**config.mk**
```make
export PLATFORM = sky130hd
export DESIGN_NAME = tt_um_array_multiplier_hhrb98
export DESIGN_NICKNAME = d
export VERILOG_FILES = /design/src/rtl/tt_um_array_multiplier_hhrb98.sv
export SDC_FILE = /design/constraint.sdc
export NUM_CORES = 1
export LEC_CHECK = 0
export CAP_MARGIN = 20
export CORE_AREA = 2 2 50 52
export CTS_CLUSTER_DIAMETER = 40
export DETAILED_ROUTE_END_ITERATION = 8
export DIE_AREA = 0 0 52 54
export GPL_TIMING_DRIVEN = 0
export MAX_ROUTING_LAYER = met4
export SLEW_MARGIN = 20
export SYNTH_ARGS = -nofsm -noshare
export SYNTH_HDL_FRONTEND = slang
export SYNTH_SLANG_ARGS = --single-unit
```
**constraint.sdc**
```tcl
create_clock -name clk -period 0.8 [get_ports clk]
set_input_delay 0.16 -clock clk [delete_from_list [all_inputs] [get_ports clk]]
set_output_delay 0.16 -clock clk [all_outputs]
set_load 0.005 [all_outputs]
```
**src/rtl/tt_um_array_multiplier_hhrb98.sv**
```systemverilog
// Unsigned 4x4 array multiplier tile: the AND-gate partial products are reduced by rows
// of rippling half/full adders, and the product is registered onto the dedicated output.

module ha_cell (
    input  logic a_i,
    input  logic b_i,
    output logic s_o,
    output logic c_o
);
    assign s_o = a_i ^ b_i;
    assign c_o = a_i & b_i;
endmodule

module fa_cell (
    input  logic a_i,
    input  logic b_i,
    input  logic c_i,
    output logic s_o,
    output logic c_o
);
    assign s_o = a_i ^ b_i ^ c_i;
    assign c_o = (a_i & b_i) | (c_i & (a_i ^ b_i));
endmodule

module tt_um_array_multiplier_hhrb98 (
`ifdef USE_POWER_PINS
    input  logic       VPWR,
    input  logic       VGND,
`endif
    input  logic       clk,
    input  logic       rst_n,
    input  logic       ena,
    input  logic [7:0] a,
    input  logic [7:0] b,
    output logic [7:0] p
);
    logic [3:0][3:0] pp;
    logic [3:0][3:0] s;
    logic [3:1][3:0] carry;
    logic [7:0]      prod;
    logic [7:0]      p_d;
    logic [7:0]      p_q;
    logic            unused_ok;

`ifdef USE_POWER_PINS
    assign unused_ok = &{1'b0, a[7:4], b[7:4], VPWR, VGND};
`else
    assign unused_ok = &{1'b0, a[7:4], b[7:4]};
`endif

    for (genvar i = 0; i < 4; i++) begin : g_pp
        for (genvar j = 0; j < 4; j++) begin : g_bit
            assign pp[i][j] = a[j] & b[i];
        end
    end

    assign s[0] = pp[0];

    // Row i adds pp[i] to the previous row shifted right by one; the previous
    // row's carry-out enters as its top bit, and the low sum bit retires to prod[i].
    for (genvar i = 1; i < 4; i++) begin : g_row
        logic [3:0] x;
        if (i == 1) begin : g_first
            assign x = {1'b0, s[0][3:1]};
        end else begin : g_next
            assign x = {carry[i-1][3], s[i-1][3:1]};
        end

        ha_cell u_ha (
            .a_i (x[0]),
            .b_i (pp[i][0]),
            .s_o (s[i][0]),
            .c_o (carry[i][0])
        );

        for (genvar j = 1; j < 4; j++) begin : g_fa
            fa_cell u_fa (
                .a_i (x[j]),
                .b_i (pp[i][j]),
                .c_i (carry[i][j-1]),
                .s_o (s[i][j]),
                .c_o (carry[i][j])
            );
        end
    end

    assign prod = {carry[3][3], s[3][3:0], s[2][0], s[1][0], s[0][0]};

    always_comb begin
        p_d = p_q;
        if (ena) begin
            p_d = prod;
        end
    end

    always_ff @(posedge clk or negedge rst_n) begin
        if (!rst_n) begin
            p_q <= '0;
        end else begin
            p_q <= p_d;
        end
    end

    assign p = p_q;
endmodule

```
==> key figures <==
Critical path
  – Setup crit end kind: flop
  – Reg2reg end: p[2]
  – Worst R2R Path Depth: 2
  – Slowest-stage cell, CP: fa_2
  – Crit path max fanout: 3
  – Critical Path Start Type: primary input
  – CP delay by family, top: adder cells
  – Worst EP required: around 0.94 ns
  – Most Frequent Cell on Critical Path: fa_2
  – Worst Path Class, Setup: in2reg
  – CP peak stage delay: 0.53 ns
  – Critical-path cell list: buf_8 -> and2_4 -> ha_4 -> fa_2 -> inv_2 -> fa_1 -> fa_2 -> inv_2 -> fa_2 -> inv_2 -> fa_2 -> fa_2 -> fa_2 -> mux2i_1
  – Flop2flop setup slack: -0.08 ns
  – Buffers & Inverters on Critical Path: 4
  – R2r startpoint: p[2]
  – WP data arrival: 3.36 ns

STA
  – Fin. max-slew vios: 0
  – FMAX: 0.310 GHz
  – Minimum clock period: 3.22 ns
  – Period utilisation layout: 4.03
  – Worst slew pin tran: roughly 0.37 ns
  – Unrepaired setup endpoints after global routing: yes
  – Slew headroom: 0.751
  – Hold Vio Cnt, Final: 0
  – Final WS setup: -2.42 ns
  – Final setup vio count: 14
  – Layout Skew: 0 ns

GRT
  – All-layer global routing usage: 0.111
  – Largest net degree at the start of global routing: 10
  – Number of global-route vias before repair: 492
  – Total grt overflow: 0
  – Initial antenna violation count: 0
  – First-pass GRT wire length: roughly 2.2 mm

Yosys
  – Area contributors post-synth: dfrtp_1 31%, fa_1 25%, and2_1 8.7%, inv_1 8.1%, ha_1 7.7%
  – Synth Area in Adders: 0.324
  – Post-synthesis register bit count: 8
  – Synthesized-area fraction occupied by xor and xnor cells: 0
  – Yosys top cell by area: dfrtp_1
  – Most frequent cell after synthesis: inv_1
  – Number of flops mapped to enable cells by yosys: 0
  – Fraction of registers with async set/reset: 1.00
  – Multiplexer share of the synthesized area: 0.131
  – Synth top area share: 0.309
  – Cell count after synthesis: around 60
  – Avg Cell Area, Syn: approximately 11 um2
  – Syn nets: 90
  – Simple-Gate Fraction of Synth Area: 0.129
  – Commonest cells in the netlist: 14 x inv_1, 9 x and2_1, 8 x dfrtp_1, 8 x fa_1, 6 x nand2_1
  – Number of synthesis warnings: 0
  – Synth Area in Compound Gates: 0.00772
  – Synth Flop Type: dfrtp_1
  – Largest family of logic cells by synthesized area: adder cells
  – Netlist cell types: 11
  – Synthesized cell area: roughly 650 um2
  – Sequential share of the synthesized area: 0.309

Route
  – Drc violations: 0
  – Wire length per cell: ~11 um
  – First DRT Iteration DRCs: 7
  – Routed wire length: 1.32 mm
  – Vias per Instance: 4.07
  – Drt first pass iters: 4
  – Routed Antenna Nets: 0
  – Via count: around 470

CTS
  – Htree depth: 1
  – Worst-Skew Late Latency: roughly 0.25 ns
  – Worst-path clk slew: about 0.05 ns
  – CTS tree: done
  – CTS Buffer Depth: 2
  – Clock sink count: 8
  – Total CTS buffers: 3
  – Root Buffer Master: clkbuf_4

Hold path
  – Hold-critical path depth: 2
  – Hold endpoint: p[7]
  – Worst Hold Launch: ena
  – Hold Path Class: in2reg

Run status
  – Status: finished, violations left
  – Violated checks: negative setup slack

Layout
  – Largest register FFs: 8
  – Area delta synth->final: 50.2%
  – Net count, final: around 120
  – Fin cells: between 100 and 150
  – Post-route cell area: slightly below 0.001 mm2
  – Fillers: roughly 230
  – Share of layout cells above drive strength 1: 0.547
  – N_diodes: 0

Run
  – Max_cap viols: 0

Place
  – Placed Area: roughly 910 um2
  – I/O Buffers: 17
  – Routability congestion estimate: approximately 0.78
  – DP Cell Count: 106
  – Detailed placement HPWL: 991 um

Floorplan
  – Total core area: ~0.0023 mm2
  – Starting density of the core: 0.279
  – Die height: 54 um
  – I/O pin count: 27
  – Die width: approximately 52 um
  – Num rows: 18
  – Die Footprint: about 0.0028 mm2

Pwr
  – Maximum vdd drop: 951 uV
  – Tot Pwr: about 1.5 mW
  – Leakage power: approximately 0.46 nW
  – Pwr dens: between 1500 and 2000 mW/mm2
[power breakdown]
group          leakage, nW  internal [mW]  switching [mW]
clock               0.0138          0.172           0.141
combinational        0.351          0.360           0.260
sequential          0.0990          0.501          0.0424
[stage by stage]
step / util / worst slack, ns / setup TNS, ns / hold slack (ns)
after floorplan: - / -2.55 / -11.61 / -0.136
after global placement: 0.392 / -3.19 / -17.45 / 0.428
after detailed placement: 0.392 / -3.23 / -17.67 / 0.429
after CTS: 0.404 / -2.44 / -11.93 / 0.154
after global routing: 0.420 / -2.48 / -12.20 / 0.162
final: 0.420 / -2.42 / -11.60 / 0.157
[worst reg2reg max path, stage by stage (launching register included)]
cell     delay [ns]
dfrtp_1        0.38
buf_4          0.13
mux2_4         0.26
[layout by cell type, fill, tap and decap left out]
| cell type | netlist | final |
|---|---|---|
| ha_4 | 0 | 4 |
| inv_2 | 0 | 7 |
| mux2_4 | 3 | 3 |
| mux2i_1 | 4 | 4 |
| nand2_1 | 6 | 6 |
| buf_6 | 1 | 2 |
| dfrtp_1 | 8 | 8 |
| inv_1 | 14 | 7 |
| dlygate4sd2_1 | 0 | 1 |
| buf_2 | 0 | 9 |
| clkbuf_4 | 0 | 3 |
| nand3_1 | 1 | 1 |
| clkdlybuf4s50_1 | 0 | 3 |
| o21ai_0 | 1 | 1 |
| and2_1 | 9 | 6 |
| buf_8 | 0 | 3 |
| fa_2 | 0 | 6 |
| and2_4 | 0 | 3 |
| buf_4 | 0 | 7 |
| fa_1 | 8 | 2 |
[timing repair]
item | in CTS | in global routing
pin swaps | 10 | 3
buffers inserted | 3 | 4
gates resized for setup | 68 | 2
endpoints found under the setup margin | 15 | 14
hold buffers | 0 | 0
cloned | 0 | 0
[how the worst max path moves through the flow]
stage          slack (ns)    to  from  depth (start not counted)
2_1_floorplan       -2.55  p[6]  b[1]                         13
3_3_place_gp        -3.19  p[6]  a[0]                         14
3_5_place_dp        -3.23  p[6]  a[0]                         14
4_1_cts             -2.44  p[6]  a[1]                         14
5_1_grt             -2.48  p[6]  b[0]                         14
6_report            -2.42  p[6]  a[1]                         14
[metal layers]
metal,track usage,share of wire,wire length (um)
met5,-,0,0
met4,0.0132,0,0
met3,0.0444,0.075,99
met2,0.184,0.51,673
met1,0.131,0.41,545
[layout make-up]
cell class,count,area (um2),share of cell area
repair buffers,24,193,0.198
flip-flops and latches,8,200,0.206
clock buffers,3,22.5,0.0231
plain buffers,1,11.3,0.0116
multi-input cells,36,457,0.469
well taps,30,37.5,0.0386
inverters,14,52.6,0.0540
[cells by family (layout without fill, tap and decap cells)]
group,count (synthesis),after routing
compound gates,1,1
fa+ha+maj,12,12
buf+inv,15,42
flops,8,8
mux,7,7
simple gates,16,16
No activity file was read; power rests on OpenSTA's default activity.
